[config.mk]
export PLATFORM = sky130hd
export DESIGN_NAME = reg_move_sequencer
export DESIGN_NICKNAME = d
export VERILOG_FILES = /design/src/rtl/reg_move_sequencer.sv
export SDC_FILE = /design/constraint.sdc
export NUM_CORES = 1
export LEC_CHECK = 0
export BUFFER_PORTS_ARGS = -buffer_cell sky130_fd_sc_hd__buf_2
export CAP_MARGIN = 30
export CELL_PAD_IN_SITES_DETAIL_PLACEMENT = 0
export CELL_PAD_IN_SITES_GLOBAL_PLACEMENT = 1
export CORE_AREA = 2 2 76 78
export CTS_CLUSTER_SIZE = 12
export DETAILED_ROUTE_END_ITERATION = 6
export DIE_AREA = 0 0 78 80
export GPL_TIMING_DRIVEN = 0
export PLACE_DENSITY_LB_ADDON = 0.3
export SYNTH_ARGS = -nofsm -noshare
export SYNTH_HDL_FRONTEND = slang
export SYNTH_SLANG_ARGS = --single-unit
[constraint.sdc]
create_clock -name clk -period 1.67 [get_ports clk]
set_input_delay 0.2505 -clock clk [delete_from_list [all_inputs] [get_ports clk]]
set_output_delay 0.2505 -clock clk [all_outputs]
set_load 0.02 [all_outputs]
[src/rtl/reg_move_sequencer.sv]
// Control sequencer for the eight-register unit: accepts one decoded instruction
// byte and plays out a drive -> load -> release strobe sequence on sel/ld.
module reg_move_sequencer #(
  parameter int unsigned SETTLE_CYCLES = 1,
  parameter int unsigned HOLD_CYCLES   = 1
) (
  input  logic       clk,
  input  logic       rst_n,
  input  logic [7:0] instr,
  input  logic       instr_valid,
  output logic       instr_ready,
  output logic [7:0] sel,
  output logic [7:0] ld,
  output logic       imm_drive,
  output logic [7:0] imm_out,
  output logic       busy,
  output logic       done,
  output logic       illegal
);

  localparam int unsigned CNT_W = 4;
  localparam int unsigned REG_W = 8;
  localparam logic [CNT_W-1:0] SETTLE_LOAD = CNT_W'(SETTLE_CYCLES - 1);
  localparam logic [CNT_W-1:0] HOLD_LOAD   = CNT_W'(HOLD_CYCLES - 1);

  typedef enum logic [2:0] {
    S_IDLE,
    S_DRIVE,
    S_LOAD,
    S_RELEASE,
    S_ILL
  } state_t;

  state_t           r_state;
  logic [CNT_W-1:0] r_cnt;
  logic [REG_W-1:0] r_sel;
  logic [REG_W-1:0] r_ld;
  logic [REG_W-1:0] r_dst;
  logic [REG_W-1:0] r_imm_out;
  logic             r_imm_drive;
  logic             r_busy;
  logic             r_done;
  logic             r_illegal;
  logic             r_ready;

  // Instruction decode
  logic [1:0]       w_op;
  logic [2:0]       w_dst_idx;
  logic [2:0]       w_src_idx;
  logic [REG_W-1:0] w_dst_oh;
  logic [REG_W-1:0] w_src_oh;
  logic [REG_W-1:0] w_imm;
  logic [REG_W-1:0] w_setab_dst;
  logic             w_accept;

  assign w_op        = instr[7:6];
  assign w_dst_idx   = instr[5:3];
  assign w_src_idx   = instr[2:0];
  assign w_dst_oh    = REG_W'(1) << w_dst_idx;
  // dst==src leaves the bus undriven so the destination loads zero
  assign w_src_oh    = (w_dst_idx == w_src_idx) ? '0 : (REG_W'(1) << w_src_idx);
  assign w_imm       = {{3{instr[4]}}, instr[4:0]};
  assign w_setab_dst = instr[5] ? 8'h02 : 8'h01;
  assign w_accept    = instr_valid && r_ready;

  // Sequencer FSM with registered strobes
  always_ff @(posedge clk or negedge rst_n) begin
    if (!rst_n) begin
      r_state     <= S_IDLE;
      r_cnt       <= '0;
      r_sel       <= '0;
      r_ld        <= '0;
      r_dst       <= '0;
      r_imm_out   <= '0;
      r_imm_drive <= 1'b0;
      r_busy      <= 1'b0;
      r_done      <= 1'b0;
      r_illegal   <= 1'b0;
      r_ready     <= 1'b1;
    end else begin
      r_done    <= 1'b0;
      r_illegal <= 1'b0;
      case (r_state)
        S_IDLE: begin
          if (w_accept) begin
            r_busy  <= 1'b1;
            r_ready <= 1'b0;
            case (w_op)
              2'b00: begin
                r_state <= S_DRIVE;
                r_cnt   <= SETTLE_LOAD;
                r_sel   <= w_src_oh;
                r_dst   <= w_dst_oh;
              end
              2'b01: begin
                r_state     <= S_DRIVE;
                r_cnt       <= SETTLE_LOAD;
                r_imm_drive <= 1'b1;
                r_imm_out   <= w_imm;
                r_dst       <= w_setab_dst;
              end
              default: begin
                r_state   <= S_ILL;
                r_illegal <= 1'b1;
              end
            endcase
          end
        end
        S_DRIVE: begin
          if (r_cnt == '0) begin
            r_state <= S_LOAD;
            r_cnt   <= HOLD_LOAD;
            r_ld    <= r_dst;
          end else begin
            r_cnt <= r_cnt - CNT_W'(1);
          end
        end
        S_LOAD: begin
          if (r_cnt == '0) begin
            r_state <= S_RELEASE;
            r_ld    <= '0;
            r_done  <= 1'b1;
          end else begin
            r_cnt <= r_cnt - CNT_W'(1);
          end
        end
        default: begin
          // RELEASE and ILL both return to IDLE with every strobe dropped
          r_state     <= S_IDLE;
          r_sel       <= '0;
          r_ld        <= '0;
          r_imm_drive <= 1'b0;
          r_imm_out   <= '0;
          r_busy      <= 1'b0;
          r_ready     <= 1'b1;
        end
      endcase
    end
  end

  assign instr_ready = r_ready && rst_n;
  assign sel         = r_sel;
  assign ld          = r_ld;
  assign imm_drive   = r_imm_drive;
  assign imm_out     = r_imm_out;
  assign busy        = r_busy;
  assign done        = r_done;
  assign illegal     = r_illegal;

endmodule

* Word-level counts from Yosys, hierarchy flattened
Index checks and enable logic that the tools add are counted.
** Operators by class
- Magnitude comparators :: 0
- Equality and inequality tests :: 11
- Div/mod/pow operators :: 0
- Reduce and logical (&&, ||, !) cells :: 16
- Bitwise gates (word level) :: 2
- Multiplexer cells :: 34
- Add/sub/neg operators :: 1
- $mul :: 0
- Shift operators :: 2
** Operator list (number)
- 2-to-1 mux 8 bit :: 7
- case mux 8 bit (2 select lines) :: 3
- case mux 8 bit (3 select lines) :: 1
- 2-to-1 mux 4 bit :: 4
- left shift 1 x 3 -> 8 bit (first input constant) :: 2
- AND reduction 3 bit :: 5
- 2-to-1 mux 3 bit :: 4
- case mux 4 bit (3 select lines) :: 1
- inequality test 2 bit (second input constant) :: 5
- 2-to-1 mux 1 bit :: 9
- case mux 3 bit (3 select lines) :: 1
- case mux 1 bit (2 select lines) :: 3
- zero test 4 bit :: 1
- inequality test 2 x 1 -> 1 bit (second input constant) :: 2
- AND reduction 4 bit :: 1
- OR reduction 2 bit :: 2
- subtractor 4 x 1 -> 4 bit (second input constant) :: 1
- equality test 3 x 1 -> 1 bit (second input constant) :: 1
- equality test 3 x 2 -> 1 bit (second input constant) :: 1
- equality test 3 bit :: 1
- zero test 3 bit :: 1
- nonzero test 3 bit :: 1
- equality test 2 x 1 -> 1 bit (second input constant) :: 1
- logical AND 1 bit :: 2
- other kinds (5) :: 6
** Word-level totals
- Input port bits :: 11
- Bits in latches :: 0
- Register bits :: 44
- ROM bits :: 0
- Bits in writable memories :: 0
- Output and inout port bits :: 29
- Word-level logic and storage cells :: 77
- Memories :: 0

* Longest topological paths before layout
- Depth after elaboration :: 5
- Gate-level depth with buffers :: 7
- Depth with buffers taken out :: 6

* Least setup slack after synthesis
OpenSTA, ideal clock, no wires.
- Path type :: register to register
- Start :: register r_cnt[0]
- End :: register r_ld[0] (netlist: ld[0])
- Setup time :: 132 ps
- Setup slack :: -103 ps
- Cell stages (with the launch flop) :: 8
- Buffers on the path :: 1
- Clock period less this slack :: 1773 ps
- Data arrival time :: 1641 ps
- Required time :: 1538 ps
- Path through :: dfrtp_1 > inv_1 > ha_1 > or3b_2 > clkbuf_1 > a21o_1 > a22oi_1 > nor2_1
** Between the ends
- Longest elaborated chain between the ends :: 3
- Elaborated cells on any way between the ends :: 4
- Those cells by class :: 2 x eq/ne; 2 x reduce/logical
** Ends and longest elaborated chain
- from (decl) :: RTL line 35 : logic [CNT_W-1:0] r_cnt;
- from (signal assigned) :: RTL line 115 : r_cnt <= r_cnt - CNT_W'(1);
- from (signal assigned) :: RTL line 124 : r_cnt <= r_cnt - CNT_W'(1);
- zero test 4 bit * :: RTL line 110, 119
- inequality test 2 bit (no source line)
- AND reduction 3 bit (no source line) *
- to (signal assigned) :: RTL line 113 : r_ld <= r_dst;
- to (decl) :: RTL line 37 : logic [REG_W-1:0] r_ld;
Mark *: on every way between the ends. The rest lies on a longest branch, timed or not.
A chain may end at the register's enable or synchronous reset.

* Worst setup path after layout
- Start :: register r_state[0]
- End :: register r_sel[7] (netlist: sel[7])
** Between the ends
- Longest elaborated chain between the ends :: 4
- Elaborated cells on any way between the ends :: 9
- Those cells by class :: 4 x eq/ne; 1 x mux; 1 x bitwise; 3 x reduce/logical
** Ends and longest elaborated chain
- from (decl) :: RTL line 34 : state_t r_state;
- from (signal assigned) :: RTL line 69 : r_state <= S_IDLE;
- from (signal assigned) :: RTL line 90 : r_state <= S_DRIVE;
- from (signal assigned) :: RTL line 96 : r_state <= S_DRIVE;
- equality test 3 x 2 -> 1 bit / equality test 3 x 1 -> 1 bit (equally long branches) :: RTL line 83 : case (r_state)
- OR reduction 2 bit (no source line)
- inverter 1 bit (no source line)
- AND reduction 3 bit (no source line)
- to (signal assigned) :: RTL line 92 : r_sel <= w_src_oh;
- to (decl) :: RTL line 36 : logic [REG_W-1:0] r_sel;
Parallel ways exist; a longest one is shown, timed or not.

==> results.tsv <==
metric	value	unit
Non-Filler Instances	325	
Post-synth EDFFs	0	
clock latency on the worst-skew pair	0.29	ns
CTS tree	yes	
number of max-cap violations	0	
Routed Antenna Nets	0	
clock skew	0.00271	ns
clock buffer count from CTS	5	
post-layout minimum cycle time	1.66	ns
vias per inst	4.96	
WP data required	1.90	ns
leakage power	1.27	nW
Area Growth Syn to Fin	32.4	%
DP Cell Count	300	
# DRC	0	
Core Rows	27	
Wirelength per Cell	13.8	um
initial antenna violation count	0	
worst vdd ir	0.340	mV
Pre-antenna DRT Iters	4	
GRT Residual Overflow	0	
final hold vios	0	
Worst Hold Class	primary input to async pin	
GPL Wtd Cong	0.746	
leading area contributor after synthesis	dfrtp_1	
syn nets	201	
WS Path Type	flip-flop to flip-flop	
worst slew pin tran	0.744	ns
sequential share of the synthesized area	52.7	%
flop and latch count out of synthesis	41	
Starting Density	36.0	%
largest net degree at the start of global routing	43	
period utilization	99.4	%
CTS root buf	clkbuf_8	
final setup margin	0.0103	ns
Cell variety after synth	45	
slew margin rel.	50.2	%
Setup TNS	0	ns
CP Max Fanout	6	
final core utilization	47.7	%
commonest non-fill, non-tap cells in the layout	39 x dfrtp_1, 39 x buf_2, 27 x nand2_1	
Final Cell Area	0.00258	mm^2
core footprint	0.00541	mm^2
Die Y	80	um
All-Layer GR Usage	15.3	%
Mean Syn Cell Area	10.3	um^2
width of the die	78	um
Synth area leaders	dfrtp_1 51%, nand2_1 5.2%, a21oi_1 3.6%	
# clock sinks	41	
ys flop type	dfrtp_1	
Fmax	0.603	GHz
Clock Path Buffers	2	
Syn Std Cell Area	0.00195	mm^2
number of setup violations in the final report	0	
fin. max-slew vios	0	
Routed WL	4480	um
power per cell area	664	mW/mm^2
Synth warnings	0	
vias in the first global route	1540	
startpoint types	flip-flop	
placed instance area	0.00230	mm^2
worst hold slack	0.0106	ns
post-synth top area share	51.4	%
via count of the routed design	1611	
asr flop ratio synth	100	%
RSZ-0062 raised after global routing	true	
initial DRC count	87	
Design Power	1.71	mW
Nets	264	
global-route wire length before repair	7500	um
Clk pin slew, worst setup/hold paths	0.08	ns
fraction of layout cells with a size suffix above 1	39.1	%
H-tree levels	2	
number of antenna diodes	0	
die area	0.00624	mm^2
num ports	40	
pre-CTS setup slack	-0.132	ns
endpoint type of the worst setup path	flip-flop	
crit path DAT	1.89	ns
port bufs	39	
post-DP HPWL	3050	um
Synth Instances	189	
status	completed	
==> sequential cells by signal, indices dropped and copies added, names as in the netlist <==
register and cells:
busy 1, done 1, illegal 1, imm_drive 1, imm_out 5, ld 8
r_cnt 4, r_dst 8, r_ready 1, r_state 3, sel 8
==> worst paths after layout <==
path / start / slack, ns / end / cells past startpoint
worst min-delay path: rst_n / 0.01 / ld[0] / 3
worst max register to register: r_state[0] / 0.01 / sel[7] / 6
worst max-delay path: r_state[0] / 0.01 / sel[7] / 6
worst min register to register: sel[0] / 0.48 / sel[0] / 2
max in group asynchronous: rst_n / 0.60 / r_cnt[0] / 2
min in group clk: instr[2] / 0.24 / imm_out[2] / 3
==> worst max-delay path, cell delays in order, from the launching register on <==
cell and delay [ns]:
dfrtp_1 0.38, buf_6 0.12, nand4bb_4 0.20, o31a_1 0.31
buf_6 0.16, nor4b_4 0.26, a22o_1 0.16
==> cells by family after synthesis <==
group,after synthesis,synth area share (%)
buffers and inverters,16,4.62
AOI/OAI and AO/OA,51,18.2
muxes,1,0.578
and+or+nand+nor,77,22.4
xor gates and xnor gates,2,0.899
DFF,41,52.7
adders and majority gates,1,0.642
==> synthesized netlist by cell type, types with 3 or more instances <==
| cell | count |
|---|---|
| a21o_1 | 4 |
| a21oi_1 | 14 |
| a22o_1 | 4 |
| a22oi_1 | 8 |
| buf_2 | 3 |
| buf_4 | 3 |
| clkbuf_1 | 4 |
| dfrtp_1 | 40 |
| inv_1 | 4 |
| nand2_1 | 27 |
| nand2b_1 | 6 |
| nand3_1 | 6 |
| nor2_1 | 13 |
| nor3_1 | 4 |
| nor3b_1 | 3 |
| o21ai_0 | 3 |
| o21ai_1 | 4 |
| o31ai_1 | 3 |
==> layout make-up <==
type,count,area [um^2]
Buffer,10,72.6
Clock buffer,6,72.6
Clock inverter,2,10.0
Fill cell,548,2830
Inverter,4,15.0
Multi-Input combinational cell,132,913
Sequential cell,41,1030
Tap cell,72,90.1
Timing Repair Buffer,58,378
==> routing by layer <==
metal,routed length (um),vias up,GRT usage (%)
li1,-,796,-
met1,2110,786,19.8
met2,2190,23,25.8
met4,59,0,4.74
met5,0,-,0
met3,129,6,3.05
==> timing repair <==
action | 4_1_cts | 5_1_grt
endpoints found under the setup margin | 26 | 26
buffers inserted | 13 | 3
endpoints found under the hold margin | 0 | 16
gates resized for setup | 2 | 12
pin swaps | 9 | 6
hold buffers | 0 | 2
==> power by group <==
| part | switching (mW) | internal (mW) | total [mW] | leakage (nW) |
|---|---|---|---|---|
| clock | 0.332 | 0.290 | 0.622 | 0.0450 |
| combinational | 0.0641 | 0.0353 | 0.0994 | 0.665 |
| sequential | 0 | 0.992 | 0.992 | 0.557 |
| total | 0.397 | 1.32 | 1.71 | 1.27 |
Power figures use the tool's default switching activity.
